$ cat src/rtl/rs_dec_sched_16_8.sv
// Stage scheduler for the RS(16,8) decoder: issues KES/Chien/Forney/output start pulses once inputs
// have settled and result registers are free; flags syndrome overruns, spurious dones and hung stages.
module rs_dec_sched_16_8 #(
    parameter int unsigned SETTLE_CYC = 2,
    parameter int unsigned TIMEOUT    = 255,
    parameter int unsigned CNT_W      = 8
) (
    input  logic             clk,
    input  logic             rst,
    input  logic             synd_val_i,
    input  logic [3:0]       stg_done_i,
    input  logic             clr_err_i,
    output logic [3:0]       stg_start_o,
    output logic [3:0]       stg_busy_o,
    output logic             idle_o,
    output logic [CNT_W-1:0] frame_in_cnt_o,
    output logic [CNT_W-1:0] frame_out_cnt_o,
    output logic [CNT_W-1:0] drop_cnt_o,
    output logic             overrun_o,
    output logic [3:0]       spur_o,
    output logic [3:0]       tmo_o
);

    localparam int unsigned     TmoW       = (TIMEOUT > 1) ? $clog2(TIMEOUT) : 1;
    localparam logic [TmoW-1:0] TmoLast    = TmoW'(TIMEOUT - 1);
    localparam logic [2:0]      SettleLoad = 3'(SETTLE_CYC - 1);

    logic [3:0]            avail_q, avail_d;
    logic [3:0]            busy_q, busy_d;
    logic [2:0]            res_q, res_d;
    logic [3:0][2:0]       settle_q, settle_d;
    logic [3:0][TmoW-1:0]  tmo_cnt_q, tmo_cnt_d;
    logic [CNT_W-1:0]      frame_in_q, frame_in_d;
    logic [CNT_W-1:0]      frame_out_q, frame_out_d;
    logic [CNT_W-1:0]      drop_q, drop_d;
    logic                  overrun_q, overrun_d;
    logic [3:0]            spur_q, spur_d;
    logic [3:0]            tmo_q, tmo_d;

    logic [3:0] acc_done;
    logic [3:0] tmo_hit;
    logic [3:0] start;
    logic [3:0] trig;
    logic [3:0] res_free;
    logic       overrun_new;
    logic       rel_01;
    logic       rel_2;

    always_comb begin
        acc_done = stg_done_i & busy_q;
        res_free = {1'b1, ~res_q};
        tmo_hit  = '0;
        start    = '0;
        for (int k = 0; k < 4; k++) begin
            // A done arriving in the last allowed cycle still counts as a normal completion.
            tmo_hit[k] = busy_q[k] & ~stg_done_i[k] & (tmo_cnt_q[k] == TmoLast);
            start[k]   = avail_q[k] & (settle_q[k] == 3'd0) & ~busy_q[k] & res_free[k];
        end
        trig = {acc_done[2:0], synd_val_i};
        // A syndrome arriving as the pending one starts is a fresh frame, not an overrun.
        overrun_new = synd_val_i & avail_q[0] & ~start[0];
        rel_01      = acc_done[2] | tmo_hit[2];
        rel_2       = acc_done[3] | tmo_hit[3];
    end

    always_comb begin
        avail_d   = avail_q;
        busy_d    = busy_q;
        settle_d  = settle_q;
        tmo_cnt_d = tmo_cnt_q;
        for (int k = 0; k < 4; k++) begin
            avail_d[k] = (avail_q[k] & ~start[k]) | trig[k];
            busy_d[k]  = start[k] | (busy_q[k] & ~acc_done[k] & ~tmo_hit[k]);
            if (trig[k]) begin
                settle_d[k] = SettleLoad;
            end else if (settle_q[k] != 3'd0) begin
                settle_d[k] = settle_q[k] - 3'd1;
            end
            if (start[k]) begin
                tmo_cnt_d[k] = '0;
            end else if (busy_q[k]) begin
                tmo_cnt_d[k] = tmo_cnt_q[k] + TmoW'(1);
            end
        end
        res_d[0] = acc_done[0] | (res_q[0] & ~rel_01);
        res_d[1] = acc_done[1] | (res_q[1] & ~rel_01);
        res_d[2] = acc_done[2] | (res_q[2] & ~rel_2);

        frame_in_d  = frame_in_q + CNT_W'(synd_val_i);
        frame_out_d = frame_out_q + CNT_W'(acc_done[3]);
        drop_d      = drop_q + CNT_W'(overrun_new);

        overrun_d = (overrun_q & ~clr_err_i) | overrun_new;
        spur_d    = (spur_q & {4{~clr_err_i}}) | (stg_done_i & ~busy_q);
        tmo_d     = (tmo_q & {4{~clr_err_i}}) | tmo_hit;
    end

    always_ff @(posedge clk) begin
        if (rst) begin
            avail_q     <= '0;
            busy_q      <= '0;
            res_q       <= '0;
            settle_q    <= '0;
            tmo_cnt_q   <= '0;
            frame_in_q  <= '0;
            frame_out_q <= '0;
            drop_q      <= '0;
            overrun_q   <= 1'b0;
            spur_q      <= '0;
            tmo_q       <= '0;
        end else begin
            avail_q     <= avail_d;
            busy_q      <= busy_d;
            res_q       <= res_d;
            settle_q    <= settle_d;
            tmo_cnt_q   <= tmo_cnt_d;
            frame_in_q  <= frame_in_d;
            frame_out_q <= frame_out_d;
            drop_q      <= drop_d;
            overrun_q   <= overrun_d;
            spur_q      <= spur_d;
            tmo_q       <= tmo_d;
        end
    end

    assign stg_start_o     = start;
    assign stg_busy_o      = busy_q;
    assign idle_o          = ~(|busy_q | |avail_q | |res_q);
    assign frame_in_cnt_o  = frame_in_q;
    assign frame_out_cnt_o = frame_out_q;
    assign drop_cnt_o      = drop_q;
    assign overrun_o       = overrun_q;
    assign spur_o          = spur_q;
    assign tmo_o           = tmo_q;

endmodule
$ cat config.mk
export PLATFORM = sky130hd
export DESIGN_NAME = rs_dec_sched_16_8
export DESIGN_NICKNAME = d
export VERILOG_FILES = /design/src/rtl/rs_dec_sched_16_8.sv
export SDC_FILE = /design/constraint.sdc
export NUM_CORES = 1
export LEC_CHECK = 0
export CAP_MARGIN = 20
export CORE_MARGIN = 3
export CORE_UTILIZATION = 52
export DETAILED_ROUTE_END_ITERATION = 12
export PLACE_DENSITY = 0.76
export SYNTH_ARGS = -nofsm -noshare
export SYNTH_HDL_FRONTEND = slang
export SYNTH_SLANG_ARGS = --single-unit
export TNS_END_PERCENT = 10
$ cat constraint.sdc
create_clock -name clk -period 6 [get_ports clk]
set_input_delay 0.6 -clock clk [delete_from_list [all_inputs] [get_ports clk]]
set_output_delay 0.6 -clock clk [all_outputs]
set_load 0.01 [all_outputs]
## Word level (Yosys, flattened, before mapping)

Cells that the tools add are included.

- $add $sub $neg: 11
- Reduce and logical (&&, ||, !) cells: 23
- Mux-type cells: 8
- Eq/ne operators: 4
- Bitwise gates (word level): 85

Operators by type and width:

| operator | count |
|---|---|
| $and A1 B1 Y1 | 37 |
| $add A8 B1 Y8 const B | 4 |
| $eq A8 B8 Y1 const B | 4 |
| $add A8 B1 Y8 | 3 |
| $not A1 Y1 | 24 |
| $and A4 B4 Y4 | 4 |
| $or A1 B1 Y1 | 16 |
| $reduce_or A2 Y1 | 8 |
| $logic_not A3 Y1 | 4 |
| $reduce_bool A3 Y1 | 4 |
| $sub A3 B1 Y3 const B | 4 |
| $mux W1 | 8 |
| $or A4 B4 Y4 | 2 |
| $reduce_bool A2 Y1 | 4 |
| $reduce_or A4 Y1 | 2 |
| $not A4 Y4 | 1 |
| $not A3 Y3 | 1 |
| $reduce_or A3 Y1 | 1 |

- Input bits: 8
- Bits in registers: 88

## Logic depth before layout (Yosys ltp)

Gate-level depths: netlist (run 1).

- Depth after elaboration: 7
- Depth in mapped cells: 9
- Mapped depth without buffers: 9

## Least setup slack after synthesis (run 1)

OpenSTA, ideal clock, no wires.

- Path kind: reg-to-reg
- From: register settle_q[0] in the netlist's numbering
- To: register drop_q[4], in the netlist drop_cnt_o[4]
- Setup time: 128 ps
- Cell stages (with the launch flop): 10
- Buffers on the path: 0
- Arrival time: 1,877 ps
- Clock period less this slack: 2,005 ps
- Slack: 3,995 ps
- Cell sequence: dfxtp_1 inv_1 ha_1 or4b_4 and3_4 ha_1 ha_1 nand3_1 xor2_1 nor2_1

- Cells in the longest elaborated chain, start to end: 7

Ends and longest elaborated chain:

| what | line | source |
|---|---|---|
| start, declared | 31 | `logic [3:0][2:0] settle_q, settle_d;` |
| start signal, assigned | 115 | `settle_q <= settle_d;` |
| $logic_not A3 Y1 | 57 | `start[k] = avail_q[k] & (settle_q[k] == 3'd0) & ~busy_q[k] & res_free[k];` |
| $and A1 B1 Y1 (3 in a row) | 57 |  |
| $not A1 Y1 | 61 | `overrun_new = synd_val_i & avail_q[0] & ~start[0];` |
| $and A1 B1 Y1 | 61 |  |
| $add A8 B1 Y8 | 91 | `drop_d = drop_q + CNT_W'(overrun_new);` |
| end signal, assigned | 119 | `drop_q <= drop_d;` |
| end, declared | 35 | `logic [CNT_W-1:0] drop_q, drop_d;` |

No other way between the ends.
A chain may end at the register's enable or synchronous reset.

## Worst setup path in the final report (run 1)

- From: register busy_q[2], in the netlist stg_busy_o[2]
- To: output idle_o

- Cells in the longest elaborated chain, start to end: 4

Ends and longest elaborated chain:

| what | line | source |
|---|---|---|
| start, declared | 29 | `logic [3:0] busy_q, busy_d;` |
| start signal, assigned | 113 | `busy_q <= busy_d;` |
| $reduce_or A4 Y1 | 128 | `assign idle_o = ~(\|busy_q \| \|avail_q \| \|res_q);` |
| $or A1 B1 Y1 (2 in a row) | 128 |  |
| $not A1 Y1 | 128 |  |
| end, declared | 15 | `output logic idle_o,` |

No other way between the ends.

==> impl_metrics.ini, run 1 <==
[finish]
nets = 503
drive_gt1_frac = 0.0523
most-common-layout-cells = 88 x dfxtp_1, 48 x clkdlybuf4s50_1, 39 x nor2_1
diodes = 0
nFillCells = 593
syn_to_final_growth_pct = 20.7
final_common_cell = dfxtp_1
stdcell_area_sq_um = 4620

[clock_network]
htree_levels = 3
clockRootBuffer = clkbuf_8
cts_buffers = 9
cts_sinks = 88
cts_tree = built
cts_resized = 0
postCtsSetupBuffers = 0
clock_path_buffers = 2
clk_pin_slew_worst_paths_ps = 80
postCtsHoldBufs = 0
clkLatencyLatePin_ps = 350

[critical_path]
start_kind = register
worstPathArrival_ps = 2120
cp-end-kind = output pin
cp.required_ps = 5400
regToRegSetupSlack_ps = 3770
worstReg2RegEnd = drop_cnt_o[4]
reg2reg_depth = 7
path_max_fanout = 14
r2r_start = stg_busy_o[0]
critical_path_class = register to output pin

[global_routing]
grt_overflow = 0
grt_pass1_wl_um = 13200
grt_max_degree = 53
grt_pass1_vias = 2937
grt_usage = 0.188
antenna_found_initial = 0

[synth]
syn_area_per_cell_sq_um = 8.98
synth_cell_types = 40
synth_seq_cells = 88
ys_seq_area_frac = 0.460
synth_warnings = 0
syn_inst = 426
syn_area_sq_um = 3830
synth_nets = 456

[timing]
setup_violations = 0
fmax_mhz = 368
slew_headroom = 0.373
fin_skew_ps = 8.00
hold_viol = 0
setup-tns-final_ps = 0
rsz0062_at_grt = false
slew_violations = 0
fin_crit_ps = 2720
worst_pin_slew_ps = 940
post-route-period-util = 0.453

[placed_design]
gp_congestion = 0.756
dp_hpwl_um = 5340
placed_area_sq_um = 4380
port_buffers = 49

[drt]
dr_wl_met2_um = 3580
viasPerCell = 5.41
wl_per_cell_um = 13.1
num_vias = 3105
remaining_drc_errors = 0
drt-initial-drc-count = 159
routed.top_layer = met4
drt-total-wl_um = 7520
wirelength_met1_um = 3550
drt_pass1_iterations = 4
wl_met3_um = 321
ant_nets = 0

[floorplan]
ios = 50
die_w_um = 91.8
rows = 30
dieArea_sq_um = 8420
core-area_sq_um = 6980
die_h_um = 91.8
initial_core_util = 0.548

[status]
outcome = finished clean

[hold_path]
hold_depth = 2
hold_start = spur_o[0]
whs_endpoint = spur_o[0]
worstHoldPathType = register to register

[power]
peakVddDrop_mv = 0.167
leakagePower_nw = 1.66
power_density_nw_per_um2 = 289

[job]
drv_cap = 0
[sequential cells by signal, indices dropped and copies added (netlist names)]
name and cells:
tmo_cnt_q 32, tmo_o 4, stg_busy_o 4, avail_q 4
res_q 3, frame_in_cnt_o 8, spur_o 4, overrun_o 1
drop_cnt_o 8, settle_q 12, frame_out_cnt_o 8
[final cells by class]
| class | count | area (sq um) | area share |
|---|---|---|---|
| Timing Repair Buffer | 49 | 485 | 0.105 |
| Clock buffer | 12 | 165 | 0.0358 |
| Sequential cell | 88 | 1760 | 0.381 |
| Tap cell | 96 | 120 | 0.0260 |
| Clock inverter | 4 | 75.1 | 0.0163 |
| Inverter | 21 | 78.8 | 0.0171 |
| Multi-Input combinational cell | 304 | 1930 | 0.418 |
[report_power, final]
part / switching, mW / internal [mW]
Sequential: 0.0249 / 0.620
Combinational: 0.109 / 0.109
Clock: 0.202 / 0.269
Total: 0.336 / 0.998
[per-layer routing]
metal / GRT usage / vias to the layer above
met4: 0.0792 / 0
met5: 0 / -
li1: - / 1586
met2: 0.314 / 55
met1: 0.240 / 1458
met3: 0.0328 / 6
[through the flow]
stage	power, mW	hold slack [ps]	utilization	setup WS, ps	instances
floorplan	0.820	445	-	4000	426
global placement	0.867	453	0.627	3540	558
detailed placement	0.877	458	0.627	3500	558
CTS	1.34	473	0.662	3300	574
global route	1.40	489	0.662	3120	574
finish	1.33	470	0.662	3280	574
[how the worst max path moves through the flow]
| stage | startpoint | to | slack (ps) | cells past startpoint |
|---|---|---|---|---|
| after floorplan | settle_q[0] | drop_cnt_o[4] | 4000 | 9 |
| final | stg_busy_o[2] | idle_o | 3280 | 4 |
| after global routing | stg_busy_o[2] | idle_o | 3120 | 4 |
| after global placement | synd_val_i | drop_cnt_o[6] | 3540 | 7 |
| after CTS | stg_busy_o[2] | idle_o | 3300 | 4 |
| after detailed placement | synd_val_i | drop_cnt_o[6] | 3500 | 7 |
[synthesized netlist by cell type (all sizes together)]
cell type | number | area, sq um
and3 | 3 | 23.8
dfxtp | 88 | 1760
nor2 | 39 | 146
mux2i | 3 | 30.0
or2 | 2 | 12.5
o32ai | 1 | 8.76
nor3 | 2 | 10.0
nand3b | 2 | 15.0
ha | 22 | 275
o21a | 4 | 30.0
xnor2 | 11 | 96.3
a221oi | 2 | 17.5
a31o | 2 | 17.5
or4b | 3 | 33.8
inv | 21 | 78.8
or3 | 17 | 106
nor2b | 16 | 100
xor2 | 18 | 158
and2 | 1 | 6.26
nor4b | 1 | 8.76
buf | 4 | 18.8
a211oi | 5 | 37.5
nand2 | 26 | 97.6
nor4 | 1 | 6.26
nand2b | 12 | 75.1
or4 | 4 | 30.0
o31ai | 4 | 30.0
nand4 | 15 | 93.8
nand3 | 23 | 115
o21ai | 21 | 109
nand4bb | 1 | 11.3
mux2 | 1 | 11.3
a21oi | 36 | 180
o22ai | 5 | 31.3
a2111oi | 1 | 8.76
clkbuf | 9 | 33.8
[cells by family after synthesis]
logic type      synth area share
compound gates             0.123
xor+xnor                  0.0664
fa+ha+maj                 0.0719
buf+inv                   0.0343
flops                      0.460
mux                       0.0108
simple gates               0.233
[worst max-delay path, stage by stage, from the launching register on]
cell	delay, ps
dfxtp_1	460
nor2_1	270
nand4_1	150
nor4_1	290
clkdlybuf4s50_1	610
(Power assumes the default switching activity.)
==> inputs of run 2 (changes only) <==
==> constraint.sdc (replaced) <==
create_clock -name clk -period 2.7 [get_ports clk]
set_input_delay 0.27 -clock clk [delete_from_list [all_inputs] [get_ports clk]]
set_output_delay 0.27 -clock clk [all_outputs]
set_load 0.01 [all_outputs]
==> impl_metrics.ini, run 2 (same netlist as run 1, synthesis figures left out) <==
[status]
outcome = finished clean

[critical_path]
cp.required_ps = 2430
path_max_fanout = 15
critical_path_class = register to output pin
crit_chain = nor2_1 > nand4_1 > nor4_1 > clkdlybuf4s50_1
worstPathArrival_ps = 2150
crit_start = stg_busy_o[1]
start_kind = register
worst_path_max_delay_cell = clkdlybuf4s50_1
critPathMaxStageDelay_ps = 610
r2r_start = settle_q[0]
reg2reg_depth = 9
worstReg2RegEnd = drop_cnt_o[4]
endpoint = idle_o
regToRegSetupSlack_ps = 560
cp-end-kind = output pin

[timing]
post-route-period-util = 0.895
hold_viol = 0
rsz0062_at_grt = false
worst_pin_slew_ps = 629
setup-tns-final_ps = 0
setup_violations = 0
fin_skew_ps = 14.5
setup_ws_ps = 284
slew_headroom = 0.575
fin_crit_ps = 2420
slew_violations = 0
whs_ps = 413
fmax_mhz = 414

[finish]
largest_register_ffs = 32
diodes = 0
multi_input_area_sq_um = 1930
seqCellArea_sq_um = 1760
reg_top3 = tmo_cnt_q (32), settle_q (12)
drive_gt1_frac = 0.0521
stdcell_area_sq_um = 4560
top_register = tmo_cnt_q
final_cell_count_no_fill = 576
most-common-layout-cells = 88 x dfxtp_1, 48 x clkdlybuf4s50_1, 39 x nor2_1
nets = 505
nFillCells = 607
post-route-util = 0.653
final_common_cell = dfxtp_1
syn_to_final_growth_pct = 19.2

[drt]
viasPerCell = 5.31
wl_per_cell_um = 12.6
remaining_drc_errors = 0
ant_nets = 0
drt_pass1_iterations = 4
num_vias = 3058
drt-initial-drc-count = 131
drt-total-wl_um = 7260

[floorplan]
initial_core_util = 0.548
ios = 50
die_h_um = 91.8
dieArea_sq_um = 8420
core-area_sq_um = 6980
die_w_um = 91.8
rows = 30

[power]
peakVddDrop_mv = 0.350
leakagePower_nw = 1.65
finalPower_mw = 2.72
power_density_nw_per_um2 = 596

[clock_network]
cts_resized = 0
clk_pin_slew_worst_paths_ps = 90
cts_buffers = 9
cts_tree = built
clkLatencyLatePin_ps = 360
postCtsSetupBuffers = 0
clockRootBuffer = clkbuf_8
clock_path_buffers = 2
cts_sinks = 88
htree_levels = 3
postCtsHoldBufs = 0

[hold_path]
worstHoldPathType = primary input to register

[placed_design]
placed_area_sq_um = 4390
gp_congestion = 0.802
pre_cts_ws_ps = 524
dp_hpwl_um = 5070
dp.cells = 560
port_buffers = 49

[global_routing]
grt_overflow = 0
grt_pass1_vias = 2853
grt_util_met3 = 0.0582
grtUsageMet1 = 0.233
top_usage_layer = met2
grt_max_degree = 52
antenna_found_initial = 0
grt_pass1_wl_um = 12800
gr-usage-met2 = 0.310
grt_usage = 0.187

[job]
drv_cap = 0
## run 2: cell count changes in the layout (fill, tap and decap cells not counted)
cell	delta
buf_4	+2
bufinv_16	-2
clkbuf_1	+2
clkbuf_8	-2
clkinv_2	+4
clkinvlp_4	-2
## run 2: cell type report
type                            instances  area share
Clock buffer                           12      0.0318
Sequential cell                        88       0.386
Multi-Input combinational cell        304       0.424
Clock inverter                          4     0.00439
Timing Repair Buffer                   51       0.110
Tap cell                               96      0.0263
Inverter                               21      0.0173
## run 2: how the worst min path moves through the flow
| stage | start | to | cells past startpoint |
|---|---|---|---|
| final | rst | tmo_o[3] | 3 |
| after global routing | rst | overrun_o | 3 |
| after CTS | rst | tmo_o[3] | 3 |
| after detailed placement | spur_o[1] | spur_o[1] | 2 |
| after global placement | spur_o[3] | spur_o[3] | 2 |
| after floorplan | synd_val_i | settle_q[2] | 1 |
## run 2: routing by layer
metal | vias to the layer above | share of wire
met5 | - | 0
met4 | 0 | 0.0089
met3 | 6 | 0.040
met2 | 62 | 0.47
met1 | 1407 | 0.48
li1 | 1583 | -
## run 2: power breakdown
group	switching (mW)	internal (mW)	leakage [nW]
combinational	0.250	0.246	0.842
sequential	0.0532	1.38	0.714
clock	0.437	0.354	0.0899
total	0.741	1.98	1.65
## run 2: critical path: cells and delay by family, from the launching register on
kind                   cells  cell delay, ps
buffers and inverters      1             610
AND/OR/NAND/NOR            3             720
flip-flops                 1             460
